## src/rtl/sram_stream_loader.sv

```systemverilog
// sram_stream_loader
//   Upstream fill stage for a 2R1W SRAM bank. Packs a valid/ready stream of
//   IN_W-bit words into DATA_W-bit lines (first word in the most significant
//   slot) and writes one line per cycle through the bank's single write port,
//   at addresses base, base+1, ... (wrapping modulo 2^ADDR_W). When the region
//   is full, or the stream ends early, it pulses done together with start_out.
//   start_out comes one cycle after the last line write, so the downstream
//   consumer cannot start before that line is in memory.
//
// Ports
//   clock, reset_n        rising-edge clock, asynchronous active-low reset
//   load_go               one-cycle load request, honoured only in IDLE
//   cfg_base_addr         first line address, captured on an accepted load_go
//   cfg_line_count        number of lines to write, captured with the base
//   in_valid/in_ready     input word handshake
//   in_data, in_last      input word and end-of-stream marker
//   WriteEnable           one-cycle SRAM write strobe per line
//   WriteAddress          SRAM line address; holds its value between writes
//   WriteBus              packed line; holds its value between writes
//   busy                  high from load start through the DONE cycle
//   done, start_out       coincident one-cycle completion pulses
//   err_short             sticky; the stream ended before the region was full
//
// state   | meaning
// --------+-----------------------------------------------------------
// IDLE    | waiting for load_go
// FILL    | accepting words, writing each line as its last word lands
// LAST_WR | final (or truncated) line is on the write port
// DONE    | done/start_out pulse; back to IDLE next cycle

module sram_stream_loader #(
  parameter int DATA_W = 128,
  parameter int ADDR_W = 16,
  parameter int IN_W   = 32
) (
  input  logic              clock,
  input  logic              reset_n,
  input  logic              load_go,
  input  logic [ADDR_W-1:0] cfg_base_addr,
  input  logic [15:0]       cfg_line_count,
  input  logic              in_valid,
  input  logic [IN_W-1:0]   in_data,
  input  logic              in_last,
  output logic              in_ready,
  output logic              WriteEnable,
  output logic [ADDR_W-1:0] WriteAddress,
  output logic [DATA_W-1:0] WriteBus,
  output logic              busy,
  output logic              done,
  output logic              start_out,
  output logic              err_short
);

  localparam int WORDS  = DATA_W / IN_W;
  localparam int WIDX_W = (WORDS > 1) ? $clog2(WORDS) : 1;

  localparam logic [1:0] IDLE    = 2'd0;
  localparam logic [1:0] FILL    = 2'd1;
  localparam logic [1:0] LAST_WR = 2'd2;
  localparam logic [1:0] DONE    = 2'd3;

  logic [1:0]        state;
  logic [ADDR_W-1:0] baseAddr;
  logic [15:0]       lineCount;
  logic [15:0]       lineIdx;
  logic [WIDX_W-1:0] wordIdx;
  logic [DATA_W-1:0] packReg;
  logic [DATA_W-1:0] nextPack;

  logic wordAccept;
  logic lineFull;
  logic finalLine;
  logic lineWrite;
  logic endLoad;

  assign in_ready   = (state == FILL);
  assign busy       = (state != IDLE);
  assign wordAccept = in_valid & in_ready;
  assign lineFull   = (wordIdx == WIDX_W'(WORDS - 1));
  assign finalLine  = (lineIdx == lineCount - 16'd1);
  // A line goes out when its last slot fills or the stream ends inside it.
  assign lineWrite  = wordAccept & (lineFull | in_last);
  assign endLoad    = in_last | (lineFull & finalLine);

  // Drop the incoming word into its slot. packReg is cleared after every
  // line write, so slots past the current word are already zero, which is
  // what gives a truncated line its zero fill.
  always_comb begin
    nextPack = packReg;
    for (int i = 0; i < WORDS; i++) begin
      if (wordIdx == WIDX_W'(i)) begin
        nextPack[DATA_W-1-i*IN_W -: IN_W] = in_data;
      end
    end
  end

  always_ff @(posedge clock or negedge reset_n) begin
    if (!reset_n) begin
      state        <= IDLE;
      baseAddr     <= '0;
      lineCount    <= '0;
      lineIdx      <= '0;
      wordIdx      <= '0;
      packReg      <= '0;
      WriteEnable  <= 1'b0;
      WriteAddress <= '0;
      WriteBus     <= '0;
      done         <= 1'b0;
      start_out    <= 1'b0;
      err_short    <= 1'b0;
    end else begin
      WriteEnable <= 1'b0;
      done        <= 1'b0;
      start_out   <= 1'b0;

      case (state)
        IDLE: begin
          if (load_go) begin
            baseAddr  <= cfg_base_addr;
            lineCount <= cfg_line_count;
            lineIdx   <= '0;
            wordIdx   <= '0;
            packReg   <= '0;
            err_short <= 1'b0;
            if (cfg_line_count == 16'd0) begin
              // Empty region: nothing to write, signal completion at once.
              state     <= DONE;
              done      <= 1'b1;
              start_out <= 1'b1;
            end else begin
              state <= FILL;
            end
          end
        end

        FILL: begin
          if (wordAccept) begin
            if (lineWrite) begin
              WriteEnable  <= 1'b1;
              WriteAddress <= baseAddr + ADDR_W'(lineIdx);
              WriteBus     <= nextPack;
              packReg      <= '0;
              wordIdx      <= '0;
              if (endLoad) begin
                state     <= LAST_WR;
                // Short only if the stream stopped before the last slot
                // of the last line.
                err_short <= ~(lineFull & finalLine);
              end else begin
                lineIdx <= lineIdx + 16'd1;
              end
            end else begin
              packReg <= nextPack;
              wordIdx <= wordIdx + WIDX_W'(1);
            end
          end
        end

        LAST_WR: begin
          state     <= DONE;
          done      <= 1'b1;
          start_out <= 1'b1;
        end

        DONE: begin
          state <= IDLE;
        end

        default: begin
          state <= IDLE;
        end
      endcase
    end
  end

endmodule
```

## config.mk

```make
export PLATFORM = sky130hd
export DESIGN_NAME = sram_stream_loader
export DESIGN_NICKNAME = d
export VERILOG_FILES = /design/src/rtl/sram_stream_loader.sv
export SDC_FILE = /design/constraint.sdc
export NUM_CORES = 1
export LEC_CHECK = 0
export CAP_MARGIN = 10
export CORE_MARGIN = 1
export CORE_UTILIZATION = 48
export DETAILED_ROUTE_END_ITERATION = 8
export PLACE_DENSITY = 0.72
export RECOVER_POWER = 100
export SETUP_SLACK_MARGIN = 0.3
export SYNTH_ARGS = -nofsm -noshare
export SYNTH_HDL_FRONTEND = slang
export SYNTH_SLANG_ARGS = --single-unit
```

## constraint.sdc

```tcl
create_clock -name clock -period 5.75 [get_ports clock]
set_clock_uncertainty 0.15 [all_clocks]
set_input_delay 0.8625 -clock clock [delete_from_list [all_inputs] [get_ports clock]]
set_output_delay 0.8625 -clock clock [all_outputs]
set_load 0.05 [all_outputs]
```

; ---- Word-level counts from Yosys, hierarchy flattened
; Index checks and enable logic that the tools add are counted.
[totals]
register_bits = 327
input_bits = 69
output_inout_bits = 150
word_cells = 78
[op_classes]
n_addsub = 4
eq_ne = 12
n_mux = 34
bitwise_logic = 6
n_reduce_logical = 11
[ops]
columns = operator, n
row1 = 128-bit 2-to-1 mux, 3
row2 = 128-bit case mux with 2 select lines, 1
row3 = 32-bit 2-to-1 mux, 4
row4 = 16-bit 2-to-1 mux, 4
row5 = 16-bit case mux with 2 select lines, 1
row6 = 16-bit by 1-bit adder with 16-bit output (second input constant), 1
row7 = 16-bit adder, 1
row8 = 16-bit equality test, 1
row9 = 16-bit logical NOT, 1
row10 = 2-bit 2-to-1 mux, 8
row11 = 16-bit by 1-bit subtractor with 16-bit output (second input constant), 1
row12 = 5-bit AND reduction, 2
row13 = 1-bit 2-to-1 mux, 9
row14 = 2-bit equality test (second input constant), 4
row15 = 2-bit case mux with 4 select lines, 1
row16 = 2-bit by 1-bit inequality test with 1-bit output (second input constant), 3
row17 = 3-bit AND reduction, 2
row18 = 2-bit by 1-bit equality test with 1-bit output (second input constant), 2
row19 = 2-bit logical NOT, 2
row20 = 2-bit inequality test (second input constant), 2
row21 = 1-bit case mux with 2 select lines, 2
row22 = 2-bit case mux with 2 select lines, 1
row23 = 4-bit AND reduction, 1
row24 = 2-bit nonzero test, 2
row25 = other kinds (5), 8

; ---- Longest topological paths before layout
; Gate-level depths: netlist of the first run.
[logic_depth]
depth_word = 8
mapped_depth = 11
mapped_depth_nobuf = 11

; ---- Worst setup path before layout of the first run
; Ideal clock, no wire load.
[synth_timing]
kind = reg-to-reg
from = reg lineCount[0]
to = reg state[0]
t_arrival_ns = 2.687
required_time_ns = 5.474
slack_ns = 2.787
stages_incl_launch_ff = 10
period_less_slack_ns = 2.963
path_cell_list = dfrtp_1 inv_1 ha_1 or4b_4 o311a_1 o31a_1 nor3_2 o2111ai_2 a31o_1 o32a_1
[synth_via]
elab_chain_len = 6
[synth_lines]
columns = item, line
row1 = start: declaration, 64  ; logic [15:0] lineCount;
row2 = start signal: assignment, 120  ; lineCount <= cfg_line_count;
row3 = 16-bit by 1-bit subtractor with 16-bit output, 80  ; assign finalLine = (lineIdx == lineCount - 16'd1);
row4 = 16-bit equality test, 80
row5 = 1-bit bitwise AND, 83  ; assign endLoad = in_last | (lineFull & finalLine);
row6 = 1-bit OR, 83
row7 = 2-bit by 1-bit inequality test with 1-bit output (no source line), --
row8 = 4-bit AND reduction (no source line), --
row9 = end signal: assignment, 99  ; state <= IDLE;
row10 = end signal: assignment, 127  ; state <= DONE;
row11 = end signal: assignment, 131  ; state <= FILL;
row12 = end: declaration, 62  ; logic [1:0] state;
; Every way passes these cells.
; A chain may end at the register's enable or synchronous reset.

; ---- Worst setup path after layout of the first run
[layout_timing]
from = in load_go
to = reg packReg[82]
[layout_via]
elab_chain_len = 2
[layout_lines]
columns = item, line
row1 = start: declaration, 38  ; input logic load_go,
row2 = 2-bit inequality test (no source line), --
row3 = 3-bit AND reduction (no source line), --
row4 = end signal: assignment, 153  ; packReg <= nextPack;
row5 = end: declaration, 67  ; logic [DATA_W-1:0] packReg;
; Every way passes these cells.

==> results of run 1 <==
## routing by layer
| layer | share of wire | up-vias | GRT usage |
|---|---|---|---|
| li1 | - | 4975 | - |
| met1 | 0.46 | 5233 | 0.336 |
| met2 | 0.47 | 313 | 0.378 |
| met3 | 0.050 | 64 | 0.0374 |
| met4 | 0.023 | 0 | 0.0728 |
| met5 | 0 | - | 0 |
## through the flow
step	worst slack (ps)	instances	util	instance area (sq um)	hold slack (ps)
6_report	1310	1880	0.608	18100	189
5_1_grt	979	1879	0.608	18100	232
4_1_cts	2040	1879	0.609	18100	206
3_5_place_dp	1730	1820	0.572	17000	319
3_3_place_gp	1850	1820	0.572	17000	313
2_1_floorplan	2790	1285	-	14500	314
## where the power goes
part / switching (mW) / internal [mW] / total [mW]
Clock: 0.881 / 1.27 / 2.16
Sequential: 0.524 / 3.01 / 3.54
Combinational: 2.95 / 1.46 / 4.41
## state kept, by name, indices dropped and copies added (netlist names), 2 cells and up
| name | count |
|---|---|
| packReg | 128 |
| WriteAddress | 16 |
| lineIdx | 16 |
| lineCount | 16 |
| WriteBus | 128 |
| wordIdx | 2 |
| state | 2 |
| baseAddr | 16 |
## worst max-delay path, delay by kind of cell
family | cells | cell delay, ps
AO/OA/AOI/OAI | 3 | 990
buffers and inverters | 4 | 2430
AND/OR/NAND/NOR | 2 | 390
## worst max-delay path by stage
stage | start | endpoint | depth (start not counted)
5_1_grt | load_go | packReg[21]$_DFFE_PN0P_ | 7
4_1_cts | state[1]$_DFFE_PN0P_ | in_ready | 3
6_report | load_go | packReg[82]$_DFFE_PN0P_ | 9
3_3_place_gp | load_go | packReg[91]$_DFFE_PN0P_ | 9
3_5_place_dp | in_last | WriteBus[15]$_DFFE_PN0P_ | 5
2_1_floorplan | lineCount[0]$_DFFE_PN0P_ | state[0]$_DFFE_PN0P_ | 9
## final cells by class
type	instances	area [sq um]	area share
Clock inverter	9	98.8	0.00547
Antenna cell	1	2.50	0.000139
Tap cell	390	488	0.0270
Clock buffer	50	982	0.0544
Sequential cell	327	8180	0.453
Inverter	19	71.3	0.00395
Multi-Input combinational cell	853	5960	0.330
Timing Repair Buffer	231	2280	0.126
## placed cells by master (no fill, tap or decap), types with 7 or more instances in the layout
cell type        Yosys  final
a21oi_1             17     17
a22o_1              95     95
a31oi_1              9      9
and3_1              14     13
buf_4                2      9
clkbuf_1            79     11
clkbuf_16            0     35
clkdlybuf4s50_1      0     67
dfrtp_1            327    327
dlygate4sd3_1        0    150
ha_1                24     20
inv_1               19     19
mux2_2              33     33
mux2i_1            131    131
nand2_1            162    162
nand3_1             13     13
nor2_1              23     22
nor2b_1             34     34
nor4_1               7      7
o21ai_0            160    160
xnor2_1             18     18
xor2_1              14     14
## cells by family (layout without fill, tap and decap cells)
kind of cell | count (synthesis) | after routing | synth area share
compound gates | 334 | 334 | 0.153
xor+xnor | 32 | 32 | 0.0193
fa+ha+maj | 25 | 25 | 0.0221
buf+inv | 105 | 309 | 0.0277
flops | 327 | 327 | 0.564
mux | 164 | 164 | 0.116
other cells | 0 | 1 | 0
simple gates | 298 | 298 | 0.0982
==> results_dict.tcl, run 1 <==
set metrics [dict create \
    antenna_found_initial 0 \
    cpMostUsedCell "buf_4" \
    ctsRootBufferMaster "clkbuf_16" \
    synth_top_cell_area_share 0.564 \
    synth_nets 1379 \
    cts_resized 0 \
    cts.clk_slew.worst_paths_ps 60 \
    dp.final_hpwl_um 23600 \
    rr_worst_depth 10 \
    peakVddDrop_mv 0.311 \
    fin_crit_sh 0.771 \
    cts_inserted_buffers 34 \
    total_power_mw 10.1 \
    grt_pass1_vias 10493 \
    core_sq_um 29700 \
    endpoint_kind "register" \
    drive_gt1_frac 0.0739 \
    synth_edf_count 0 \
    first_pass_iters 5 \
    powerDensity_nw_per_um2 560 \
    gp_congestion 0.857 \
    dieWidth_um 176 \
    synth_most_common_cell "dfrtp_1" \
    grt_setup_unrepaired "false" \
    hold_viol 0 \
    drv_slew 423 \
    synth_cell_type_count 65 \
    cts_htree_levels 2 \
    syn_area_sq_um 14500 \
    critPathMaxStageDelay_ps 1420 \
    worst-path-max-fanout 36 \
    synth-seq-cells 327 \
    drt-total-wl_um 36200 \
    clk_latency_ps 510 \
    rr_startpoint "state[0]$_DFFE_PN0P_" \
    fillers 2430 \
    grt_pass1_wl_um 57900 \
    drc 0 \
    die-area_sq_um 30900 \
    max_freq_ghz 0.225 \
    hold_buffers 0 \
    port_buffers 218 \
    rows 63 \
    syn-mean-instance-area_sq_um 11.3 \
    routed-via-count 10585 \
    synth_top_area_cell "dfrtp_1" \
    tightest_slew_ps 2390 \
    critical_path_class "input port to register" \
    worstPathCellList "clkdlybuf4s50_1, nand2_1, clkbuf_1, a21boi_0, a21oi_1, buf_4, and3_1, buf_4, a22o_1" \
    gr-total-overflow 0 \
    drt_iter0_markers 827 \
    clk_path_buf_depth 3 \
    grt_start_max_net_pins 178 \
    status "finished, violations left" \
    synth_ff_type "dfrtp_1" \
    min_path_type "input port to async pin" \
    crit_slowest_cell "clkbuf_1" \
    post_drt_wl_per_cell_um 19.3 \
    cts_tree "built" \
    synthCells 1285 \
    via_per_inst 5.63 \
    yosysSeqAreaShare 0.564 \
    finalCriticalPeriod_ps 4440 \
    initial_core_util 0.488 \
    r2r_slack_ps 1380 \
    antenna_left 0 \
    yosys-top-cells-area "dfrtp_1, mux2i_1, a22o_1" \
    rr_endpoint "packReg[82]$_DFFE_PN0P_" \
    synth-warning-count 0 \
    worst_ep_required_time_ps 6000 \
    synth_common_cells "dfrtp_1, nand2_1, o21ai_0, mux2i_1, a22o_1" \
    crit_arrival_ps 4680 \
    crit_path_start_kind "input port" \
    cts_setup_buffers 0 \
    cts_sinks 327 \
    async_reset_ff_frac 1.00 \
    violations "capacitance limit, slew limit" \
    p_leak_nw 8.40 \
    nets 1560 \
    die_height_um 176 \
    cap_violations 5 \
    io_pins 219 \
    grt_usage 0.238 \
    finalSetupViolations 0 \
    area_delta_synth_final_pct 24.5 \
    relSlewSlack -0.591 \
    setup_tns_ps 0 \
]
No activity file was read; power rests on OpenSTA's default activity.
==> inputs of run 2 (changes only) <==
--- a/config.mk
+++ b/config.mk
@@ -9,7 +9,7 @@
 export CORE_MARGIN = 1
 export CORE_UTILIZATION = 48
 export DETAILED_ROUTE_END_ITERATION = 8
-export PLACE_DENSITY = 0.72
+export PLACE_DENSITY = 0.75
 export RECOVER_POWER = 100
 export SETUP_SLACK_MARGIN = 0.3
 export SYNTH_ARGS = -nofsm -noshare
==> constraint.sdc (replaced) <==
create_clock -name clock -period 3.9 [get_ports clock]
set_clock_uncertainty 0.15 [all_clocks]
set_input_delay 0.585 -clock clock [delete_from_list [all_inputs] [get_ports clock]]
set_output_delay 0.585 -clock clock [all_outputs]
set_load 0.05 [all_outputs]
==> run 2 against run 1 <==
The flow still finishes with violations (capacitance limit, slew limit). First-iteration DRC count increased by 8.3%. Via count is 0.22% higher. Routed wire length down 0.60%. Sequential share of layout area fell by 0.41 points. Critical path depth down 3. Worst setup slack got worse by 850 ps. Non-clock buffer count is 10 higher. Die area did not move. Final cell count grew 0.80%. Clock power increased by 51%. Critical path type is now register to register. Critical endpoint is now packReg[86]$_DFFE_PN0P_. Largest cell class unchanged.
==> results_dict.tcl, run 2 (same netlist as run 1, synthesis figures left out) <==
set metrics [dict create \
    dieWidth_um 176 \
    rr_endpoint "packReg[86]$_DFFE_PN0P_" \
    clk_latency_ps 520 \
    largestRegisters "WriteBus: 128 flops, packReg: 128 flops" \
    powerDensity_nw_per_um2 827 \
    drive_gt1_frac 0.0764 \
    total_power_mw 15.1 \
    status "finished, violations left" \
    setup_tns_ps 0 \
    core_sq_um 29700 \
    path_depth 6 \
    routed-via-count 10608 \
    peakVddDrop_mv 0.554 \
    antenna_left 0 \
    hold_viol 0 \
    critical_path_class "register to register" \
    drt-total-wl_um 36000 \
    tightest_slew_ps 2570 \
    nets 1573 \
    cts.clk_slew.worst_paths_ps 60 \
    cts_setup_buffers 0 \
    die_height_um 176 \
    max_freq_ghz 0.291 \
    fin_crit_sh 0.881 \
    rr_worst_depth 6 \
    crit_path_start_kind "register" \
    critPathMaxStageDelay_ps 910 \
    first_pass_iters 6 \
    crit_end "packReg[86]$_DFFE_PN0P_" \
    crit_buf_inv 1 \
    placed_cell_area_sq_um 17200 \
    antenna_found_initial 0 \
    crit_slowest_cell "o21ai_1" \
    fillers 2433 \
    port_buffers 218 \
    drv_slew 171 \
    worstPathCellList "ha_1, o211ai_1, nand2_1, o21ai_1, clkbuf_2, a22o_1" \
    crit_arrival_ps 3730 \
    combPwrFrac 0.438 \
    via_per_inst 5.60 \
    layout_common_cells "dfrtp_1, nand2_1, o21ai_0, dlygate4sd3_1, mux2i_1" \
    endpoint_kind "register" \
    initial_core_util 0.488 \
    io_pins 219 \
    cts_sinks 327 \
    grt_usage 0.235 \
    power_switching_mw 6.48 \
    finalCriticalPeriod_ps 3440 \
    grt_pass1_vias 10520 \
    r2r_slack_ps 460 \
    startpoint "wordIdx[0]$_DFFE_PN0P_" \
    clk_path_buf_depth 3 \
    grt_start_max_net_pins 235 \
    ctsRootBufferMaster "clkbuf_16" \
    grt_setup_unrepaired "false" \
    internal_power_mw 8.60 \
    grt_pass1_wl_um 57800 \
    crit_family "compound AO/OA/AOI/OAI gates" \
    min_path_type "register to register" \
    rr_startpoint "wordIdx[0]$_DFFE_PN0P_" \
    cap_violations 3 \
    finalSetupViolations 0 \
    worst-path-max-fanout 20 \
    cts_tree "built" \
    final_common_cell "dfrtp_1" \
    cts_htree_levels 2 \
    die-area_sq_um 30900 \
    gp_congestion 0.870 \
    violations "capacitance limit, slew limit" \
    worst_ep_required_time_ps 4190 \
    post_drt_wl_per_cell_um 19.0 \
    relSlewSlack -0.713 \
    final_cell_area_sq_um 18200 \
    area_delta_synth_final_pct 25.7 \
    p_clk_frac 0.217 \
    cts_inserted_buffers 37 \
    dp.final_hpwl_um 23900 \
    p_leak_nw 8.49 \
    drc 0 \
    diodes 0 \
    p_sw_frac 0.430 \
    gr-total-overflow 0 \
    rows 63 \
    drt_iter0_markers 896 \
    p_seq_frac 0.345 \
]
==> run 2: cell types whose count changed in the layout (fill, tap and decap cells not counted), sizes merged <==
cell         before  now
dlygate4sd3     150  151
bufinv            2    0
inv              20   22
buf              10   15
clkbuf           54   64
diode             1    0
==> run 2: layout make-up <==
cell class / instances / area [sq um] / share of cell area
well taps: 390 / 488 / 0.0268
clock inverters: 9 / 67.6 / 0.00371
multi-input cells: 853 / 5940 / 0.326
clock buffers: 56 / 1080 / 0.0591
flip-flops and latches: 327 / 8180 / 0.449
repair buffers: 241 / 2400 / 0.132
inverters: 19 / 71.3 / 0.00391
==> run 2: power groups by stage <==
stage,Combinational [mW],Clock (mW),Sequential [mW]
after floorplan,2.72,0,6.99
after global routing,7.08,3.46,5.33
after CTS,6.92,3.34,5.23
after detailed placement,6.89,0,5.26
final,6.60,3.27,5.20
after global placement,6.76,0,5.25
==> run 2: how the worst min path moves through the flow <==
stage / start / endpoint / slack, ps / cells after the start
6_report: WriteBus[47]$_DFFE_PN0P_ / WriteBus[47]$_DFFE_PN0P_ / 320 / 2
5_1_grt: WriteBus[127]$_DFFE_PN0P_ / WriteBus[127]$_DFFE_PN0P_ / 350 / 2
4_1_cts: WriteBus[12]$_DFFE_PN0P_ / WriteBus[12]$_DFFE_PN0P_ / 330 / 2
3_5_place_dp: WriteAddress[0]$_DFFE_PN0P_ / WriteAddress[0]$_DFFE_PN0P_ / 320 / 2
3_3_place_gp: WriteBus[47]$_DFFE_PN0P_ / WriteBus[47]$_DFFE_PN0P_ / 310 / 2
2_1_floorplan: reset_n / WriteAddress[0]$_DFFE_PN0P_ / 140 / 0
==> run 2: routing by layer <==
| metal | vias up | wire (um) | part of all wire | global-route usage |
|---|---|---|---|---|
| met1 | 5251 | 16700 | 0.46 | 0.342 |
| li1 | 5004 | - | - | - |
| met4 | 0 | 592 | 0.016 | 0.0533 |
| met2 | 307 | 16800 | 0.47 | 0.373 |
| met5 | - | 0 | 0 | 0 |
| met3 | 46 | 1940 | 0.054 | 0.0351 |
==> run 2: worst reg2reg max path, delay by kind of cell, from the launching register on <==
kind	cells	cell delay, ps
AO/OA/AOI/OAI	3	1650
adder cells (fa/ha/maj)	1	300
buffers and inverters	1	550
flip-flops	1	400
AND/OR/NAND/NOR	1	330
==> run 2: what timing repair did <==
| action | 4_1_cts | 5_1_grt |
|---|---|---|
| hold buffers | 1 | 0 |
| endpoints found under the hold margin | 47 | 0 |
| resized for setup | 0 | 0 |
==> run 2: through the flow <==
step | setup slack [ps] | utilization | std cells | hold WS (ps)
global placement | 703 | 0.577 | 1829 | 311
floorplan | 937 | - | 1285 | 139
CTS | 635 | 0.616 | 1895 | 332
global route | 230 | 0.613 | 1895 | 347
detailed placement | 638 | 0.577 | 1829 | 317
finish | 464 | 0.613 | 1895 | 322
==> inputs of run 3 (changes only) <==
--- a/config.mk
+++ b/config.mk
@@ -9,7 +9,7 @@
 export CORE_MARGIN = 1
 export CORE_UTILIZATION = 48
 export DETAILED_ROUTE_END_ITERATION = 8
-export PLACE_DENSITY = 0.75
+export PLACE_DENSITY = 0.72
 export RECOVER_POWER = 100
 export SETUP_SLACK_MARGIN = 0.3
 export SYNTH_ARGS = -nofsm -noshare
==> constraint.sdc (replaced) <==
create_clock -name clock -period 3.4 [get_ports clock]
set_clock_uncertainty 0.15 [all_clocks]
set_input_delay 0.68 -clock clock [delete_from_list [all_inputs] [get_ports clock]]
set_output_delay 0.68 -clock clock [all_outputs]
set_load 0.05 [all_outputs]
==> run 3 against run 2 <==
The flow now finishes without violations. Sequential power grew 14%. Sequential cell count is the same. Via count grew 2.1%. Global-route usage grew 0.37 points. Worst setup slack lost 260 ps.
==> results_dict.tcl, run 3 (same netlist as run 1, synthesis figures left out) <==
set metrics [dict create \
    status "finished clean" \
    area_delta_synth_final_pct 27.1 \
    drt-total-wl_um 36200 \
    hold_viol 0 \
    dp.final_hpwl_um 24100 \
    drc 0 \
    total_power_mw 17.4 \
    gr-total-overflow 0 \
    cts.clk_slew.worst_paths_ps 60 \
    power_switching_mw 7.47 \
    antenna_left 0 \
    cts_tree "built" \
    nets 1599 \
    rows 63 \
    critical_path_class "register to register" \
    drv_slew 0 \
    grt_pass1_wl_um 58800 \
    drive_gt1_frac 0.106 \
    min_path_type "register to register" \
    cts_sinks 327 \
    grt_start_max_net_pins 95 \
    max_freq_ghz 0.313 \
    clk_path_buf_depth 3 \
    endpoint_kind "register" \
    final_common_cell "dfrtp_1" \
    relSlewSlack 0.0874 \
    worst-path-max-fanout 7 \
    finalSetupViolations 0 \
    worst_ep_required_time_ps 3620 \
    layout_common_cells "dfrtp_1, nand2_1, o21ai_0, dlygate4sd3_1, mux2i_1" \
    finalCriticalPeriod_ps 3190 \
    p_sw_frac 0.429 \
    cts_htree_levels 2 \
    grt_setup_unrepaired "true" \
    ctsRootBufferMaster "clkbuf_16" \
    dieWidth_um 176 \
    crit_arrival_ps 3420 \
    initial_core_util 0.488 \
    io_pins 219 \
    cts_inserted_buffers 35 \
    die-area_sq_um 30900 \
    tightest_slew_ps 1370 \
    drt_iter0_markers 740 \
    p_leak_nw 8.59 \
    core_sq_um 29700 \
    gp_congestion 0.889 \
    cap_violations 0 \
    grt_pass1_vias 10597 \
    whs_ps 319 \
    grt_usage 0.239 \
    crit_path_start_kind "register" \
    internal_power_mw 9.96 \
    clk_latency_ps 510 \
    powerDensity_nw_per_um2 945 \
    combPwrFrac 0.451 \
    port_buffers 218 \
    antenna_found_initial 1 \
    post_drt_wl_per_cell_um 18.9 \
    peakVddDrop_mv 0.644 \
    first_pass_iters 5 \
    setup_tns_ps 0 \
    largestRegisters "WriteBus: 128 flops, packReg: 128 flops" \
    fin_crit_sh 0.939 \
    p_seq_frac 0.340 \
    p_clk_frac 0.209 \
    via_per_inst 5.65 \
    routed-via-count 10828 \
    die_height_um 176 \
]
[run 3: power groups by stage]
stage                     combinational [mW]  sequential, mW  clock, mW
after floorplan                         3.12            8.02          0
after global placement                  7.91            5.98          0
after detailed placement                8.05            6.00          0
after CTS                               8.11            5.95       3.73
after global routing                    8.42            6.07       3.88
final                                   7.86            5.92       3.65
[run 3: final timing paths]
check	end	slack (ps)	cells past startpoint	startpoint
worst min register to register	WriteBus[46]$_DFFE_PN0P_	320	2	WriteBus[46]$_DFFE_PN0P_
worst min-delay path	WriteBus[46]$_DFFE_PN0P_	320	2	WriteBus[46]$_DFFE_PN0P_
min in group asynchronous	WriteBus[15]$_DFFE_PN0P_	890	2	reset_n
worst max-delay path	lineIdx[4]$_DFFE_PN0P_	210	9	lineCount[7]$_DFFE_PN0P_
max in group asynchronous	lineIdx[4]$_DFFE_PN0P_	590	3	reset_n
worst max register to register	lineIdx[4]$_DFFE_PN0P_	210	9	lineCount[7]$_DFFE_PN0P_
[run 3: layer usage]
metal / wire length, um / part of all wire / GRT usage / vias up
met5: 0 / 0 / 0 / -
met3: 2090 / 0.058 / 0.0424 / 51
met1: 16300 / 0.45 / 0.339 / 5395
met4: 597 / 0.016 / 0.0507 / 0
met2: 17200 / 0.48 / 0.385 / 335
li1: - / - / - / 5047
[run 3: final cells by class]
type | instances | area (sq um)
clock buffers | 50 | 982
well taps | 390 | 488
fillers | 2397 | 11300
flip-flops and latches | 327 | 8180
inverters | 19 | 71.3
clock inverters | 8 | 93.8
diodes | 1 | 2.50
repair buffers | 269 | 2570
multi-input cells | 853 | 6040
[run 3: metrics by stage]
step | area (sq um) | std cells | worst slack, ps | utilization
2_1_floorplan | 14500 | 1285 | 437 | -
3_3_place_gp | 17200 | 1844 | 268 | 0.580
3_5_place_dp | 17200 | 1844 | 140 | 0.580
4_1_cts | 18400 | 1910 | 308 | 0.619
5_1_grt | 18400 | 1916 | 127 | 0.620
6_report | 18400 | 1917 | 208 | 0.620
[run 3: critical path: stages (launching register included)]
cell,delay [ps]
dfrtp_1,430
or4_1,580
nor3_1,430
o211ai_1,130
nand4b_1,240
nand4bb_2,350
o21ai_4,280
buf_4,160
nor2_1,40
a221o_1,280
[run 3: timing repair]
| action | in CTS | in global routing |
|---|---|---|
| pin swaps | 3 | 14 |
| gates resized for setup | 7 | 18 |
| buffers inserted | 7 | 6 |
| hold endpoints to repair | 46 | 0 |
| endpoints found under the setup margin | 12 | 17 |
| hold buffers | 1 | 0 |
